**config.mk**
```make
export PLATFORM = sky130hd
export DESIGN_NAME = mem_port_arbiter
export DESIGN_NICKNAME = d
export VERILOG_FILES = /design/src/rtl/arb_pkg.sv /design/src/rtl/arb_lat_tracker.sv /design/src/rtl/mem_port_arbiter.sv
export SDC_FILE = /design/constraint.sdc
export NUM_CORES = 1
export LEC_CHECK = 0
export CORE_AREA = 4 4 105 107
export CTS_CLUSTER_SIZE = 12
export DETAILED_ROUTE_END_ITERATION = 12
export DIE_AREA = 0 0 109 111
export DONT_BUFFER_PORTS = 1
export GPL_ROUTABILITY_DRIVEN = 0
export GPL_TIMING_DRIVEN = 0
export MAX_ROUTING_LAYER = met4
export PLACE_DENSITY = 0.47
export SLEW_MARGIN = 5
export SYNTH_ARGS = -nofsm -noshare
export SYNTH_HDL_FRONTEND = slang
export SYNTH_HIERARCHICAL = 1
export SYNTH_SLANG_ARGS = --single-unit
```
**constraint.sdc**
```tcl
create_clock -name clk -period 2.95 [get_ports clk]
set_input_delay 0.4425 -clock clk [delete_from_list [all_inputs] [get_ports clk]]
set_output_delay 0.4425 -clock clk [all_outputs]
set_load 0.005 [all_outputs]
```
**src/rtl/arb_pkg.sv**
```systemverilog
// arb_pkg: shared types and constants for the memory port arbiter.
//   arb_state_t  : arbiter FSM states (ST_IDLE, ST_WAIT)
//   OWN_IF/OWN_D : owner codes for the transaction in flight
//   cnt_width()  : width needed to hold 0..max_val
package arb_pkg;

  typedef enum logic [0:0] {
    ST_IDLE = 1'b0,
    ST_WAIT = 1'b1
  } arb_state_t;

  localparam logic OWN_IF = 1'b0;
  localparam logic OWN_D  = 1'b1;

  localparam int LAT_DEF   = 2;
  localparam int MAX_D_DEF = 3;

  // Counter width able to represent every value 0..max_val (at least 1 bit).
  function automatic int cnt_width(input int max_val);
    int w;
    if (max_val < 1) w = 1;
    else             w = $clog2(max_val + 1);
    return w;
  endfunction

  localparam int LAT_W_DEF    = cnt_width(LAT_DEF);
  localparam int STARVE_W_DEF = cnt_width(MAX_D_DEF);

endpackage

```
**src/rtl/arb_lat_tracker.sv**
```systemverilog
// arb_lat_tracker: remembers who owns the transaction in flight and counts
// down the memory read latency.
//   clk, reset   : clock, synchronous active-high reset
//   grant        : a new transaction is issued this cycle
//   grant_owner  : owner code of the new transaction
//   waiting      : arbiter is in ST_WAIT
//   done         : latency expired this cycle (read data / ack is due now)
//   owner        : owner of the transaction in flight
module arb_lat_tracker
  import arb_pkg::*;
#(
  parameter int LAT   = LAT_DEF,
  parameter int LAT_W = LAT_W_DEF
) (
  input  logic clk,
  input  logic reset,
  input  logic grant,
  input  logic grant_owner,
  input  logic waiting,
  output logic done,
  output logic owner
);

  // The grant cycle itself is the first latency cycle, so LAT-1 cycles of
  // counting remain once the FSM enters ST_WAIT.
  localparam logic [LAT_W-1:0] LAT_LOAD = LAT_W'(LAT - 1);
  localparam logic [LAT_W-1:0] CNT_ZERO = {LAT_W{1'b0}};
  localparam logic [LAT_W-1:0] CNT_ONE  = LAT_W'(1);

  logic [LAT_W-1:0] lat_cnt_r;
  logic             owner_r;

  // Owner latch and latency down-counter.
  always_ff @(posedge clk) begin
    if (reset) begin
      owner_r   <= OWN_IF;
      lat_cnt_r <= CNT_ZERO;
    end else if (grant) begin
      owner_r   <= grant_owner;
      lat_cnt_r <= LAT_LOAD;
    end else if (waiting && (lat_cnt_r != CNT_ZERO)) begin
      lat_cnt_r <= lat_cnt_r - CNT_ONE;
    end else begin
      lat_cnt_r <= lat_cnt_r;
    end
  end

  assign done  = waiting & (lat_cnt_r == CNT_ZERO);
  assign owner = owner_r;

endmodule

```
**src/rtl/mem_port_arbiter.sv**
```systemverilog
// mem_port_arbiter: shares one single-ported memory between instruction
// fetch (IF) and the load/store path (D). One transaction in flight at a time.
//   clk, reset                      : clock, synchronous active-high reset
//   if_req/if_addr                  : fetch request, held until if_rvalid
//   if_rvalid/if_rdata              : fetch completion pulse and data
//   d_req/d_we/d_be/d_addr/d_wdata  : data request, held until d_rvalid
//   d_rvalid/d_rdata                : load data / store ack pulse
//   mem_en/mem_we/mem_be/mem_addr/mem_wdata : memory request (grant cycle)
//   mem_rdata                       : memory read data, LAT cycles after mem_en
//   freeze_pc                       : holds the fetch PC while a fetch is pending
// Build option ARB_PERF_EN adds if_stall_cnt and d_grant_cnt output counters.
module mem_port_arbiter
  import arb_pkg::*;
#(
  parameter int LAT   = LAT_DEF,
  parameter int MAX_D = MAX_D_DEF
) (
  input  logic        clk,
  input  logic        reset,
  input  logic        if_req,
  input  logic [31:0] if_addr,
  output logic        if_rvalid,
  output logic [31:0] if_rdata,
  input  logic        d_req,
  input  logic        d_we,
  input  logic [3:0]  d_be,
  input  logic [31:0] d_addr,
  input  logic [31:0] d_wdata,
  output logic        d_rvalid,
  output logic [31:0] d_rdata,
  output logic        mem_en,
  output logic        mem_we,
  output logic [3:0]  mem_be,
  output logic [31:0] mem_addr,
  output logic [31:0] mem_wdata,
  input  logic [31:0] mem_rdata,
  output logic        freeze_pc
`ifdef ARB_PERF_EN
  ,
  output logic [31:0] if_stall_cnt,
  output logic [31:0] d_grant_cnt
`endif
);

  localparam int LAT_W    = cnt_width(LAT);
  localparam int STARVE_W = cnt_width(MAX_D);
  localparam logic [STARVE_W-1:0] STARVE_MAX  = STARVE_W'(MAX_D);
  localparam logic [STARVE_W-1:0] STARVE_ZERO = {STARVE_W{1'b0}};
  localparam logic [STARVE_W-1:0] STARVE_ONE  = STARVE_W'(1);

  arb_state_t          state_r, state_next_s;
  logic [STARVE_W-1:0] starve_r, starve_next_s;
  logic                trk_done_s, done_s, owner_s;
  logic                can_grant_s, grant_s, grant_own_s;
  logic [31:0]         if_hold_r, d_hold_r;
  logic [3:0]          addr_unused_s;

  // Byte-offset bits never reach the memory; no misalignment check here.
  assign addr_unused_s = {if_addr[1:0], d_addr[1:0]};

  arb_lat_tracker #(.LAT(LAT), .LAT_W(LAT_W)) u_trk (
    .clk         (clk),
    .reset       (reset),
    .grant       (grant_s),
    .grant_owner (grant_own_s),
    .waiting     (state_r == ST_WAIT),
    .done        (trk_done_s),
    .owner       (owner_s)
  );

  // A reset aborts the transaction, so the completion pulse is suppressed.
  assign done_s = trk_done_s & ~reset;

  // The completion cycle counts as idle, giving back-to-back LAT-cycle issue.
  assign can_grant_s = ~reset & ((state_r == ST_IDLE) | done_s);
  assign grant_s     = can_grant_s & (if_req | d_req);
  // D has priority unless IF has already waited through MAX_D D grants.
  assign grant_own_s = (if_req & (~d_req | (starve_r == STARVE_MAX))) ? OWN_IF : OWN_D;

  // FSM state register.
  always_ff @(posedge clk) begin
    if (reset) state_r <= ST_IDLE;
    else       state_r <= state_next_s;
  end

  // FSM next-state logic.
  always_comb begin
    state_next_s = state_r;
    case (state_r)
      ST_IDLE: begin
        if (grant_s) state_next_s = ST_WAIT;
        else         state_next_s = ST_IDLE;
      end
      ST_WAIT: begin
        if (grant_s)     state_next_s = ST_WAIT;
        else if (done_s) state_next_s = ST_IDLE;
        else             state_next_s = ST_WAIT;
      end
      default: state_next_s = ST_IDLE;
    endcase
  end

  // Memory request mux: driven only in the grant cycle, zero otherwise.
  always_comb begin
    mem_en    = 1'b0;
    mem_we    = 1'b0;
    mem_be    = 4'b0000;
    mem_addr  = 32'h0000_0000;
    mem_wdata = 32'h0000_0000;
    if (grant_s) begin
      mem_en = 1'b1;
      if (grant_own_s == OWN_IF) begin
        mem_addr = {if_addr[31:2], 2'b00};
        mem_be   = 4'b1111;
      end else begin
        mem_we    = d_we;
        mem_be    = d_be;
        mem_addr  = {d_addr[31:2], 2'b00};
        mem_wdata = d_wdata;
      end
    end else begin
      mem_en = 1'b0;
    end
  end

  // Starvation counter next value: counts D grants that IF sat through.
  always_comb begin
    starve_next_s = starve_r;
    if (!if_req) begin
      starve_next_s = STARVE_ZERO;
    end else if (grant_s && (grant_own_s == OWN_IF)) begin
      starve_next_s = STARVE_ZERO;
    end else if (grant_s && (starve_r != STARVE_MAX)) begin
      starve_next_s = starve_r + STARVE_ONE;
    end else begin
      starve_next_s = starve_r;
    end
  end

  // Starvation counter register.
  always_ff @(posedge clk) begin
    if (reset) starve_r <= STARVE_ZERO;
    else       starve_r <= starve_next_s;
  end

  assign if_rvalid = done_s & (owner_s == OWN_IF);
  assign d_rvalid  = done_s & (owner_s == OWN_D);
  assign if_rdata  = if_rvalid ? mem_rdata : if_hold_r;
  assign d_rdata   = d_rvalid  ? mem_rdata : d_hold_r;
  assign freeze_pc = if_req & ~if_rvalid & ~reset;

  // Read-data hold registers so rdata stays stable between pulses.
  always_ff @(posedge clk) begin
    if (reset) begin
      if_hold_r <= 32'h0000_0000;
      d_hold_r  <= 32'h0000_0000;
    end else begin
      if (if_rvalid) if_hold_r <= mem_rdata;
      else           if_hold_r <= if_hold_r;
      if (d_rvalid)  d_hold_r  <= mem_rdata;
      else           d_hold_r  <= d_hold_r;
    end
  end

`ifdef ARB_PERF_EN
  // Performance counters: fetch-stall cycles and D grants, wrapping.
  always_ff @(posedge clk) begin
    if (reset) begin
      if_stall_cnt <= 32'd0;
      d_grant_cnt  <= 32'd0;
    end else begin
      if (freeze_pc) if_stall_cnt <= if_stall_cnt + 32'd1;
      else           if_stall_cnt <= if_stall_cnt;
      if (grant_s && (grant_own_s == OWN_D)) d_grant_cnt <= d_grant_cnt + 32'd1;
      else                                   d_grant_cnt <= d_grant_cnt;
    end
  end
`endif

endmodule
```
### Word-level counts from Yosys, hierarchy flattened

Index checks and enable logic that the tools add are counted.

| operators by class | value |
|---|---|
| divide/modulo/power cells | 0 |
| order comparisons | 0 |
| shifts and indexed selects | 0 |
| equality and inequality tests | 2 |
| multiplexer cells | 17 |
| add/subtract/negate cells | 2 |
| multipliers | 0 |
| bitwise gates (word level) | 18 |
| reduce and logical (&&, ||, !) cells | 8 |

Operators by type and width:

| operator | number |
|---|---|
| two-way mux 32 bit | 6 |
| bitwise AND 1 bit | 9 |
| two-way mux 1 bit | 8 |
| two-way mux 4 bit | 2 |
| inverter 1 bit | 6 |
| nonzero test 2 bit | 2 |
| logical AND 1 bit | 3 |
| bitwise OR 1 bit | 3 |
| OR reduction 3 bit | 1 |
| adder 2 x 1 -> 2 bit (second input constant) | 1 |
| == test 2 bit (second input constant) | 1 |
| zero test 2 bit | 1 |
| != test 2 bit (second input constant) | 1 |
| case mux 1 bit (2 select lines) | 1 |
| OR reduction 2 bit | 1 |
| subtractor 2 x 1 -> 2 bit (second input constant) | 1 |

| word-level totals | value |
|---|---|
| RAM bits | 0 |
| logic and storage cells | 54 |
| memory bits (read-only) | 0 |
| output and inout bits | 137 |
| input bits | 137 |
| flip-flop bits (word level) | 70 |
| memories kept | 0 |
| bits in latches | 0 |

### Depth between registers and ports, before layout

Gate-level depths: netlist of the first run.

| depth | value |
|---|---|
| depth after elaboration | 8 |
| depth in mapped cells | 10 |
| depth with buffers taken out | 8 |

### Modules after synthesis

The synthesis of the first run kept the hierarchy.

Modules (own cells, without submodules):

| module | area an instance (µm²) | seq. area each (µm²) | cells each | instances |
|---|---|---|---|---|
| mem_port_arbiter | 3,550.9 | 1,341.3 | 388 | 1 |
| arb_lat_tracker | 165.2 | 60.1 | 15 | 1 |

### Worst setup path before layout of the first run

Ideal clock, no wire load.

| timing | value |
|---|---|
| path type | flip-flop to flip-flop |
| start point | register u_trk.lat_cnt_r[0] |
| end point | register u_trk.lat_cnt_r[0] |
| stages on the path, launching flop included | 11 |
| setup slack | 658 ps |
| path buffers | 2 |
| library setup time | 128 ps |
| arrival | 2,165 ps |
| required time | 2,822 ps |
| clock period less this slack | 2,292 ps |
| path through | dfxtp_1 -> inv_1 -> ha_1 -> and2_2 -> nor2b_1 -> a211o_1 -> buf_2 -> buf_1 -> inv_1 -> nor4bb_1 -> a211oi_1 |

| between the ends | value |
|---|---|
| cells in the longest elaborated chain, start to end | 7 |

RTL lines:

| element | line | source |
|---|---|---|
| start: declaration | arb_lat_tracker.sv:30 | `logic [LAT_W-1:0] lat_cnt_r;` |
| start signal: assignment | arb_lat_tracker.sv:42 | `lat_cnt_r <= lat_cnt_r - CNT_ONE;` |
| start signal: assignment | arb_lat_tracker.sv:44 | `lat_cnt_r <= lat_cnt_r;` |
| zero test 2 bit (*) | arb_lat_tracker.sv:48 | `assign done = waiting & (lat_cnt_r == CNT_ZERO);` |
| bitwise AND 1 bit (*) | arb_lat_tracker.sv:48 |  |
| net trk_done_s | mem_port_arbiter.sv:53 | `logic trk_done_s, done_s, owner_s;` |
| bitwise AND 1 bit (*) | mem_port_arbiter.sv:72 | `assign done_s = trk_done_s & ~reset;` |
| bitwise OR 1 bit (*) | mem_port_arbiter.sv:75 | `assign can_grant_s = ~reset & ((state_r == ST_IDLE) \| done_s);` |
| bitwise AND 1 bit (*) | mem_port_arbiter.sv:75 |  |
| bitwise AND 1 bit (*) | mem_port_arbiter.sv:76 | `assign grant_s = can_grant_s & (if_req \| d_req);` |
| two-way mux 1 bit / nonzero test 2 bit (equally long branches) | - |  |

The timed path passes the listed nets; every way through them passes the cells marked *. The select of a mux whose other input is x is not followed.
A chain may end at the register's enable or synchronous reset.

### Worst setup path after layout of the first run

| timing | value |
|---|---|
| start point | register u_trk.lat_cnt_r[0] |
| end point | output port mem_addr[10] |

| between the ends | value |
|---|---|
| cells in the longest elaborated chain, start to end | 7 |

RTL lines:

| element | line | source |
|---|---|---|
| zero test 2 bit | arb_lat_tracker.sv:48 |  |
| bitwise AND 1 bit | arb_lat_tracker.sv:48 |  |
| net trk_done_s | mem_port_arbiter.sv:53 |  |
| bitwise AND 1 bit | mem_port_arbiter.sv:72 |  |
| bitwise OR 1 bit | mem_port_arbiter.sv:75 |  |
| bitwise AND 1 bit | mem_port_arbiter.sv:75 |  |
| bitwise AND 1 bit | mem_port_arbiter.sv:76 |  |
| two-way mux 32 bit | mem_port_arbiter.sv:110 | `if (grant_s) begin` |
| end: declaration | mem_port_arbiter.sv:34 | `output logic [31:0] mem_addr,` |

The timed path passes the listed nets, and every way through them passes these cells.

==> results of run 1 <==
-- worst min path at each step --
stage                               endpoint  slack [ns]  cells past startpoint
after CTS                 u_trk/lat_cnt_r[1]        0.16                      1
after global placement           starve_r[1]        0.45                      2
after global routing      u_trk/lat_cnt_r[1]        0.16                      1
after detailed placement         starve_r[1]        0.47                      2
after floorplan                  starve_r[1]        0.44                      2
final                     u_trk/lat_cnt_r[1]        0.18                      1
-- metal layers --
layer | vias up | part of all wire (%) | track usage [%]
li1 | 1376 | - | -
met1 | 1385 | 40 | 20.1
met2 | 135 | 49 | 27.5
met3 | 13 | 11 | 7.11
met4 | 0 | 1.1 | 3.70
met5 | - | 0 | -
-- sequential cells by signal (all words and copies together), names as in the netlist --
name / flops
u_trk/owner: 1
state_r: 1
u_trk/lat_cnt_r: 2
d_hold_r: 32
starve_r: 2
if_hold_r: 32
-- logic make-up after synthesis --
group / after synthesis
flops: 70
simple gates: 152
fa+ha+maj: 2
compound gates: 68
other cells: 1
buf+inv: 43
mux: 67
-- layout by cell type, fill, tap and decap left out, types with 2 or more instances in the layout --
| master | Yosys | routed |
|---|---|---|
| nand3_1 | 31 | 31 |
| buf_2 | 4 | 4 |
| mux2_2 | 57 | 57 |
| and2_1 | 33 | 33 |
| clkbuf_8 | 0 | 10 |
| nor2b_1 | 44 | 44 |
| a2111oi_4 | 2 | 2 |
| dfxtp_1 | 70 | 70 |
| inv_1 | 6 | 6 |
| buf_4 | 2 | 2 |
| nor2_1 | 8 | 8 |
| ha_1 | 2 | 2 |
| clkinv_2 | 0 | 2 |
| nand2_1 | 3 | 3 |
| clkbuf_2 | 1 | 4 |
| mux2_1 | 7 | 7 |
| nand2b_1 | 3 | 3 |
| a21oi_1 | 34 | 34 |
| buf_6 | 3 | 3 |
| mux2i_1 | 3 | 3 |
| and2b_1 | 23 | 23 |
| clkbuf_1 | 24 | 23 |
| o21ai_0 | 30 | 30 |
| conb_1 | 1 | 2 |
-- power by group through the flow --
stage | combinational, mW | sequential [mW] | clock, mW
after floorplan | 0.254 | 1.01 | 0
after global placement | 0.318 | 1.01 | 0
after detailed placement | 0.321 | 1.01 | 0
after CTS | 0.322 | 0.988 | 0.768
after global routing | 0.354 | 0.991 | 0.815
final | 0.316 | 0.988 | 0.742
-- cell type report --
| type | instances | area share, % |
|---|---|---|
| plain buffers | 37 | 4.39 |
| flip-flops and latches | 70 | 34.3 |
| multi-input cells | 291 | 52.0 |
| inverters | 6 | 0.552 |
| clock inverters | 4 | 1.20 |
| well taps | 136 | 4.17 |
| clock buffers | 10 | 3.37 |
-- stage by stage --
stage,cell area [sq um],util [%]
after detailed placement,3890,38.4
after floorplan,3720,-
after global routing,4080,40.2
after global placement,3890,38.4
after CTS,4080,40.2
final,4080,40.2
-- repair_timing --
action | in CTS | in global routing
hold endpoints to repair | 0 | 0
resized for setup | 0 | 4
setup endpoints to repair | 0 | 15
-- worst reg2reg max path, stage by stage (launching register included) --
cell	delay, ns
dfxtp_1	0.35
inv_1	0.05
ha_1	0.23
and2_2	0.24
nor2b_1	0.30
a211o_1	0.15
buf_2	0.22
clkbuf_2	0.25
inv_1	0.17
nor4bb_1	0.33
a211oi_1	0.09
==> impl_metrics.xml, run 1 <==
<?xml version="1.0" encoding="UTF-8"?>
<metrics>
  <group name="logic_synthesis">
    <metric name="synth-compound-area-share" unit="%">10.5</metric>
    <metric name="synth.cell_area" unit="sq mm">0.00372</metric>
    <metric name="synth-xor-area-share" unit="%">0</metric>
    <metric name="synth_top_area_share" unit="%">37.7</metric>
    <metric name="synth_largest_area_cell" unit="">dfxtp_1</metric>
    <metric name="syn_area_cell" unit="sq um">9.22</metric>
    <metric name="synth.top_cells.by_count" unit="">dfxtp_1 (70), mux2_2 (57), nor2b_1 (44)</metric>
    <metric name="synth_edf_count" unit="">0</metric>
    <metric name="synth.ff_latch_count" unit="">70</metric>
    <metric name="yosys.cell_types.count" unit="">32</metric>
    <metric name="synth_async_sr_flop_share" unit="%">0</metric>
    <metric name="synth.most_common_cell" unit="">dfxtp_1</metric>
    <metric name="dominant_combinational_cell_family_by_area_after_synthesis" unit="">simple AND/OR/NAND/NOR gates</metric>
    <metric name="dominantRegCellSynth" unit="">dfxtp_1</metric>
    <metric name="synth-simple-area-share" unit="%">25.5</metric>
    <metric name="yosys-mux-area-fraction" unit="%">20.2</metric>
    <metric name="cells_after_synthesis" unit="">403</metric>
    <metric name="synthAdderAreaFrac" unit="%">0.673</metric>
    <metric name="sequential_to_total_area_share_from_yosys_stat" unit="%">37.7</metric>
    <metric name="synthTopCellsByArea" unit="">dfxtp_1 (38%), mux2_2 (17%), nor2b_1 (7.4%)</metric>
    <metric name="yosys_warning_count" unit="">6</metric>
  </group>
  <group name="routing">
    <metric name="via_density" unit="">5.25</metric>
    <metric name="wl_per_cell" unit="um">19.3</metric>
    <metric name="drt_iter0_markers" unit="">88</metric>
    <metric name="vias_after_detailed_routing" unit="">2909</metric>
    <metric name="total_wire_length" unit="um">10700</metric>
    <metric name="detail_route.drc_violations" unit="">0</metric>
    <metric name="number_of_nets_still_failing_antenna_checks_after_routing" unit="">0</metric>
    <metric name="detailedRoute.firstPassIterationCount" unit="">4</metric>
  </group>
  <group name="die">
    <metric name="coreArea" unit="sq mm">0.0101</metric>
    <metric name="fp-row-count" unit="">37</metric>
    <metric name="pin_count" unit="">274</metric>
    <metric name="die_h" unit="um">111</metric>
    <metric name="dieArea" unit="sq mm">0.0121</metric>
    <metric name="chipWidth" unit="um">109</metric>
    <metric name="floorplan.initialDensity" unit="%">36.7</metric>
  </group>
  <group name="cts">
    <metric name="hold_buffers" unit="">0</metric>
    <metric name="clock_tree.buffer_depth" unit="">2</metric>
    <metric name="worst_setup_hold_path_clk_slew" unit="ns">0.06</metric>
    <metric name="cts_made_buffers" unit="">9</metric>
    <metric name="cts.sinks" unit="">70</metric>
    <metric name="ctsHtreeMaxLevel" unit="">3</metric>
    <metric name="cts_tree" unit="">yes</metric>
    <metric name="cts_setup_buffers" unit="">0</metric>
    <metric name="clk_latency" unit="ns">0.33</metric>
    <metric name="root_buf_cell" unit="">clkbuf_8</metric>
  </group>
  <group name="sta">
    <metric name="final.setup.tns" unit="ns">0</metric>
    <metric name="hold_violations" unit="">0</metric>
    <metric name="final_min_period_over_clock_period" unit="%">94.5</metric>
    <metric name="final.min_clock_period" unit="ns">2.79</metric>
    <metric name="holdWs" unit="ns">0.180</metric>
    <metric name="timing.fmax" unit="MHz">359</metric>
    <metric name="setup_violations" unit="">0</metric>
    <metric name="clock_skew" unit="ns">0.0142</metric>
    <metric name="max-slew-margin-rel" unit="%">63.2</metric>
    <metric name="slew_violations" unit="">0</metric>
    <metric name="setup_ws" unit="ns">0.162</metric>
    <metric name="worstMarginPinSlew" unit="ns">0.553</metric>
    <metric name="unrepaired_setup_endpoints_after_global_routing" unit="">false</metric>
  </group>
  <group name="global_route">
    <metric name="first_global_vias" unit="">2945</metric>
    <metric name="pin_count_of_the_biggest_net_entering_global_routing" unit="">12</metric>
    <metric name="grt_first_pass_wirelength" unit="um">16000</metric>
    <metric name="globalRouteOverflowTotal" unit="">0</metric>
    <metric name="grt_use_total" unit="%">17.2</metric>
    <metric name="antenna_found_initial" unit="">0</metric>
  </group>
  <group name="placement">
    <metric name="dp_hpwl" unit="um">8510</metric>
    <metric name="port-buffer-count" unit="">0</metric>
    <metric name="preCtsSetupSlack" unit="ns">0.281</metric>
    <metric name="placedCellCount" unit="">540</metric>
  </group>
  <group name="power">
    <metric name="power.density_cell_area" unit="mW/mm^2">502</metric>
    <metric name="switching_power" unit="uW">533</metric>
    <metric name="leak_pwr" unit="nW">1.72</metric>
    <metric name="max-vdd-ir-drop" unit="mV">0.244</metric>
    <metric name="combinationalPowerShare" unit="%">15.5</metric>
    <metric name="switching_share" unit="%">26.0</metric>
    <metric name="finalPower" unit="mW">2.05</metric>
    <metric name="p_int" unit="mW">1.51</metric>
    <metric name="power.share.sequential" unit="%">48.3</metric>
    <metric name="power_frac_clock" unit="%">36.3</metric>
  </group>
  <group name="critical_path">
    <metric name="endpoint" unit="">mem_addr[10]</metric>
    <metric name="startpoint_of_the_lowest_slack_register_to_register_path" unit="">u_trk/lat_cnt_r[0]</metric>
    <metric name="r2r-end" unit="">u_trk/lat_cnt_r[0]</metric>
    <metric name="required_time_of_the_critical_path" unit="ns">2.51</metric>
    <metric name="timing.critical_path.to_type" unit="">output pin</metric>
    <metric name="reg2reg_depth" unit="">10</metric>
    <metric name="crit_cells" unit="">8</metric>
    <metric name="worstSetupPathType" unit="">register to output pin</metric>
    <metric name="startpoint_types" unit="">register</metric>
    <metric name="crit_path_cell_trace" unit="">inv_1 &gt; ha_1 &gt; and2_2 &gt; nor2b_1 &gt; a211o_1 &gt; buf_2 &gt; buf_1 &gt; a21oi_1</metric>
    <metric name="cp_max_fo" unit="">10</metric>
    <metric name="critical_path.top_delay_family" unit="">buffers and inverters</metric>
    <metric name="worst-path-buf-inv" unit="">3</metric>
    <metric name="critical-path-max-stage-delay" unit="ns">0.36</metric>
    <metric name="critical_path.startpoint" unit="">u_trk/lat_cnt_r[0]</metric>
    <metric name="ff2ff_setup_slack" unit="ns">0.45</metric>
    <metric name="slowest_stage" unit="">buf_1</metric>
    <metric name="crit_arrival" unit="ns">2.35</metric>
  </group>
  <group name="cells_and_area">
    <metric name="final_layout_size_suffix_gt1_share" unit="%">21.3</metric>
    <metric name="synthToLayoutAreaGrowth" unit="%">9.80</metric>
    <metric name="seqCellArea" unit="sq mm">0.00140</metric>
    <metric name="number_of_nets_in_the_layout" unit="">554</metric>
    <metric name="fillers" unit="">1046</metric>
    <metric name="stdcell_count" unit="">554</metric>
    <metric name="n_antenna_cell" unit="">0</metric>
    <metric name="multi_input_area" unit="sq mm">0.00212</metric>
  </group>
  <group name="min_path">
    <metric name="hold_class" unit="">primary input to register</metric>
    <metric name="hold_path.startpoint" unit="">reset</metric>
  </group>
  <group name="status">
    <metric name="run_status" unit="">completed</metric>
  </group>
  <group name="job">
    <metric name="max-cap-violations" unit="">0</metric>
  </group>
</metrics>
(Power assumes the default switching activity.)
==> run 2, diff against run 1 <==
CORE_AREA = 4 4 103 105   (was 4 4 105 107)
DIE_AREA = 0 0 107 109   (was 0 0 109 111)
PLACE_DENSITY = 0.44   (was 0.47)
SYNTH_HIERARCHICAL = not set   (was 1)
clock period = 2.77 ns   (was 2.95 ns; I/O delays follow)
==> impl_metrics.xml, run 2 <==
<?xml version="1.0" encoding="UTF-8"?>
<metrics>
  <group name="logic_synthesis">
    <metric name="synth_largest_area_cell" unit="">dfxtp_1</metric>
    <metric name="synth_async_sr_flop_share" unit="%">0</metric>
    <metric name="synth.most_common_cell" unit="">nand2_1</metric>
    <metric name="synth.ff_latch_count" unit="">70</metric>
    <metric name="cells_after_synthesis" unit="">462</metric>
    <metric name="synth.top_cells.by_count" unit="">nand2_1 (193), dfxtp_1 (70), a21oi_1 (67)</metric>
    <metric name="dominantRegCellSynth" unit="">dfxtp_1</metric>
    <metric name="sequential_to_total_area_share_from_yosys_stat" unit="%">41.9</metric>
    <metric name="yosys_warning_count" unit="">0</metric>
    <metric name="syn_area_cell" unit="sq um">7.24</metric>
    <metric name="synth_top_area_share" unit="%">41.9</metric>
    <metric name="synthTopCellsByArea" unit="">dfxtp_1 (42%), nand2_1 (22%), a21oi_1 (10%)</metric>
    <metric name="synth.cell_area" unit="sq mm">0.00334</metric>
    <metric name="yosys.cell_types.count" unit="">29</metric>
    <metric name="synth_edf_count" unit="">0</metric>
  </group>
  <group name="cts">
    <metric name="hold_buffers" unit="">0</metric>
    <metric name="clock_tree.buffer_depth" unit="">2</metric>
    <metric name="clk_latency" unit="ns">0.34</metric>
    <metric name="cts_made_buffers" unit="">9</metric>
    <metric name="cts_tree" unit="">yes</metric>
    <metric name="ctsHtreeMaxLevel" unit="">3</metric>
    <metric name="cts_repair_resize_count" unit="">0</metric>
    <metric name="worst_setup_hold_path_clk_slew" unit="ns">0.08</metric>
    <metric name="root_buf_cell" unit="">clkbuf_8</metric>
    <metric name="cts.sinks" unit="">70</metric>
    <metric name="cts_setup_buffers" unit="">0</metric>
  </group>
  <group name="sta">
    <metric name="setup_ws" unit="ns">0.288</metric>
    <metric name="timing.fmax" unit="MHz">403</metric>
    <metric name="final.min_clock_period" unit="ns">2.48</metric>
    <metric name="max-slew-margin-rel" unit="%">66.0</metric>
    <metric name="setup_violations" unit="">0</metric>
    <metric name="hold_violations" unit="">0</metric>
    <metric name="final.setup.tns" unit="ns">0</metric>
    <metric name="holdWs" unit="ns">0.224</metric>
    <metric name="clock_skew" unit="ns">0.0100</metric>
    <metric name="slew_violations" unit="">0</metric>
    <metric name="worstMarginPinSlew" unit="ns">0.510</metric>
    <metric name="unrepaired_setup_endpoints_after_global_routing" unit="">false</metric>
    <metric name="final_min_period_over_clock_period" unit="%">89.6</metric>
  </group>
  <group name="global_route">
    <metric name="grt_use_total" unit="%">20.7</metric>
    <metric name="globalRouteOverflowTotal" unit="">0</metric>
    <metric name="antenna_found_initial" unit="">1</metric>
    <metric name="grt_first_pass_wirelength" unit="um">17600</metric>
    <metric name="first_global_vias" unit="">3114</metric>
    <metric name="pin_count_of_the_biggest_net_entering_global_routing" unit="">13</metric>
  </group>
  <group name="min_path">
    <metric name="hold_class" unit="">primary input to register</metric>
    <metric name="hold_path.startpoint" unit="">mem_rdata[5]</metric>
    <metric name="min_to" unit="">d_hold_r[5]</metric>
    <metric name="worst_hold_path.num_cells" unit="">2</metric>
  </group>
  <group name="critical_path">
    <metric name="worstSetupPathType" unit="">register to output pin</metric>
    <metric name="crit_arrival" unit="ns">2.07</metric>
    <metric name="reg2reg_depth" unit="">7</metric>
    <metric name="cp_max_fo" unit="">10</metric>
    <metric name="required_time_of_the_critical_path" unit="ns">2.35</metric>
    <metric name="r2r-end" unit="">if_hold_r[8]</metric>
    <metric name="startpoint_of_the_lowest_slack_register_to_register_path" unit="">u_trk.lat_cnt_r[0]</metric>
    <metric name="startpoint_types" unit="">register</metric>
    <metric name="timing.critical_path.to_type" unit="">output pin</metric>
    <metric name="ff2ff_setup_slack" unit="ns">1.04</metric>
  </group>
  <group name="placement">
    <metric name="port-buffer-count" unit="">0</metric>
    <metric name="preCtsSetupSlack" unit="ns">0.648</metric>
    <metric name="dp_hpwl" unit="um">10000</metric>
  </group>
  <group name="die">
    <metric name="dieArea" unit="sq mm">0.0117</metric>
    <metric name="die_h" unit="um">109</metric>
    <metric name="fp-row-count" unit="">36</metric>
    <metric name="pin_count" unit="">274</metric>
    <metric name="coreArea" unit="sq mm">0.00964</metric>
    <metric name="chipWidth" unit="um">107</metric>
    <metric name="floorplan.initialDensity" unit="%">34.7</metric>
  </group>
  <group name="routing">
    <metric name="via_density" unit="">5.13</metric>
    <metric name="detailedRoute.firstPassIterationCount" unit="">4</metric>
    <metric name="wl_per_cell" unit="um">20.0</metric>
    <metric name="number_of_nets_still_failing_antenna_checks_after_routing" unit="">0</metric>
    <metric name="vias_after_detailed_routing" unit="">3149</metric>
    <metric name="drt_iter0_markers" unit="">162</metric>
    <metric name="total_wire_length" unit="um">12300</metric>
    <metric name="detail_route.drc_violations" unit="">0</metric>
  </group>
  <group name="cells_and_area">
    <metric name="final_layout_size_suffix_gt1_share" unit="%">8.14</metric>
    <metric name="number_of_nets_in_the_layout" unit="">613</metric>
    <metric name="most-common-layout-cells" unit="">nand2_1 (193), dfxtp_1 (70), a21oi_1 (67)</metric>
    <metric name="multi_input_area" unit="sq mm">0.00177</metric>
    <metric name="layout_top_registers" unit="">d_hold_r (32), if_hold_r (32)</metric>
    <metric name="fillers" unit="">1114</metric>
    <metric name="mostFrequentLayoutCell" unit="">nand2_1</metric>
    <metric name="seqCellArea" unit="sq mm">0.00140</metric>
    <metric name="synthToLayoutAreaGrowth" unit="%">11.9</metric>
  </group>
  <group name="power">
    <metric name="power.density_cell_area" unit="mW/mm^2">596</metric>
    <metric name="max-vdd-ir-drop" unit="mV">0.275</metric>
    <metric name="leak_pwr" unit="nW">1.77</metric>
  </group>
  <group name="job">
    <metric name="max-cap-violations" unit="">0</metric>
  </group>
  <group name="status">
    <metric name="run_status" unit="">completed</metric>
  </group>
</metrics>
## run 2: cell count changes in the layout (fill, tap and decap cells not counted), moves of 4 or more
cell	delta
nand2_1	+190
mux2_2	-57
nor2b_1	-42
a21oi_1	+33
nand3_1	-31
a22o_1	+30
o21ai_0	-30
and2b_1	-23
buf_2	+12
clkbuf_1	-11
mux2_1	-7
nor2_1	-5
a21o_1	+4
clkbuf_2	-4
## run 2: metal layers
layer	wire, um	track usage (%)
met1	4760	22.2
met2	6120	34.8
met3	1200	8.82
met4	210	6.85
met5	0	-
## run 2: worst max-delay path: stages (launching register included)
cell and delay [ns]:
dfxtp_1 0.34, inv_1 0.05, ha_1 0.24, nand2b_1 0.20, and4_1 0.19, buf_2 0.18
buf_2 0.19, a22o_1 0.32
## run 2: kinds of logic after synthesis
logic type	Yosys count	share of synthesized area [%]
AOI/OAI and AO/OA	108	20.4
other	1	0.112
buffers and inverters	39	5.31
DFF	70	41.9
adders and majority gates	2	0.748
and+or+nand+nor	242	31.5
## run 2: how the worst max path moves through the flow
stage	endpoint	from	slack, ns
3_3_place_gp	mem_addr[20]	u_trk.lat_cnt_r[0]	0.66
6_report	mem_addr[20]	u_trk.lat_cnt_r[0]	0.29
4_1_cts	mem_addr[20]	u_trk.lat_cnt_r[0]	0.25
5_1_grt	mem_wdata[14]	u_trk.lat_cnt_r[0]	0.10
3_5_place_dp	mem_wdata[7]	u_trk.lat_cnt_r[0]	0.65
2_1_floorplan	mem_addr[10]	u_trk.lat_cnt_r[0]	0.89
## run 2: metrics by stage
stage	cells	instance area, sq um	total power, mW	util [%]
finish	614	3740	2.23	38.8
global placement	596	3510	1.33	36.4
detailed placement	596	3510	1.33	36.4
CTS	612	3740	2.27	38.8
global route	613	3740	2.34	38.8
floorplan	463	3350	1.26	-
## run 2: power by group
part           internal, mW  leakage [nW]  switching (mW)
registers              1.03         0.567         0.00902
clock network         0.534         0.110           0.392
logic                0.0860          1.09           0.174
total                  1.65          1.77           0.575
## run 2: cell type report
cell class,instances,area share (%)
multi-input cells,354,47.3
flip-flops and latches,70,37.5
well taps,133,4.45
plain buffers,34,4.25
clock buffers,11,3.78
clock inverters,5,2.17
inverters,5,0.502
diodes,2,0.134
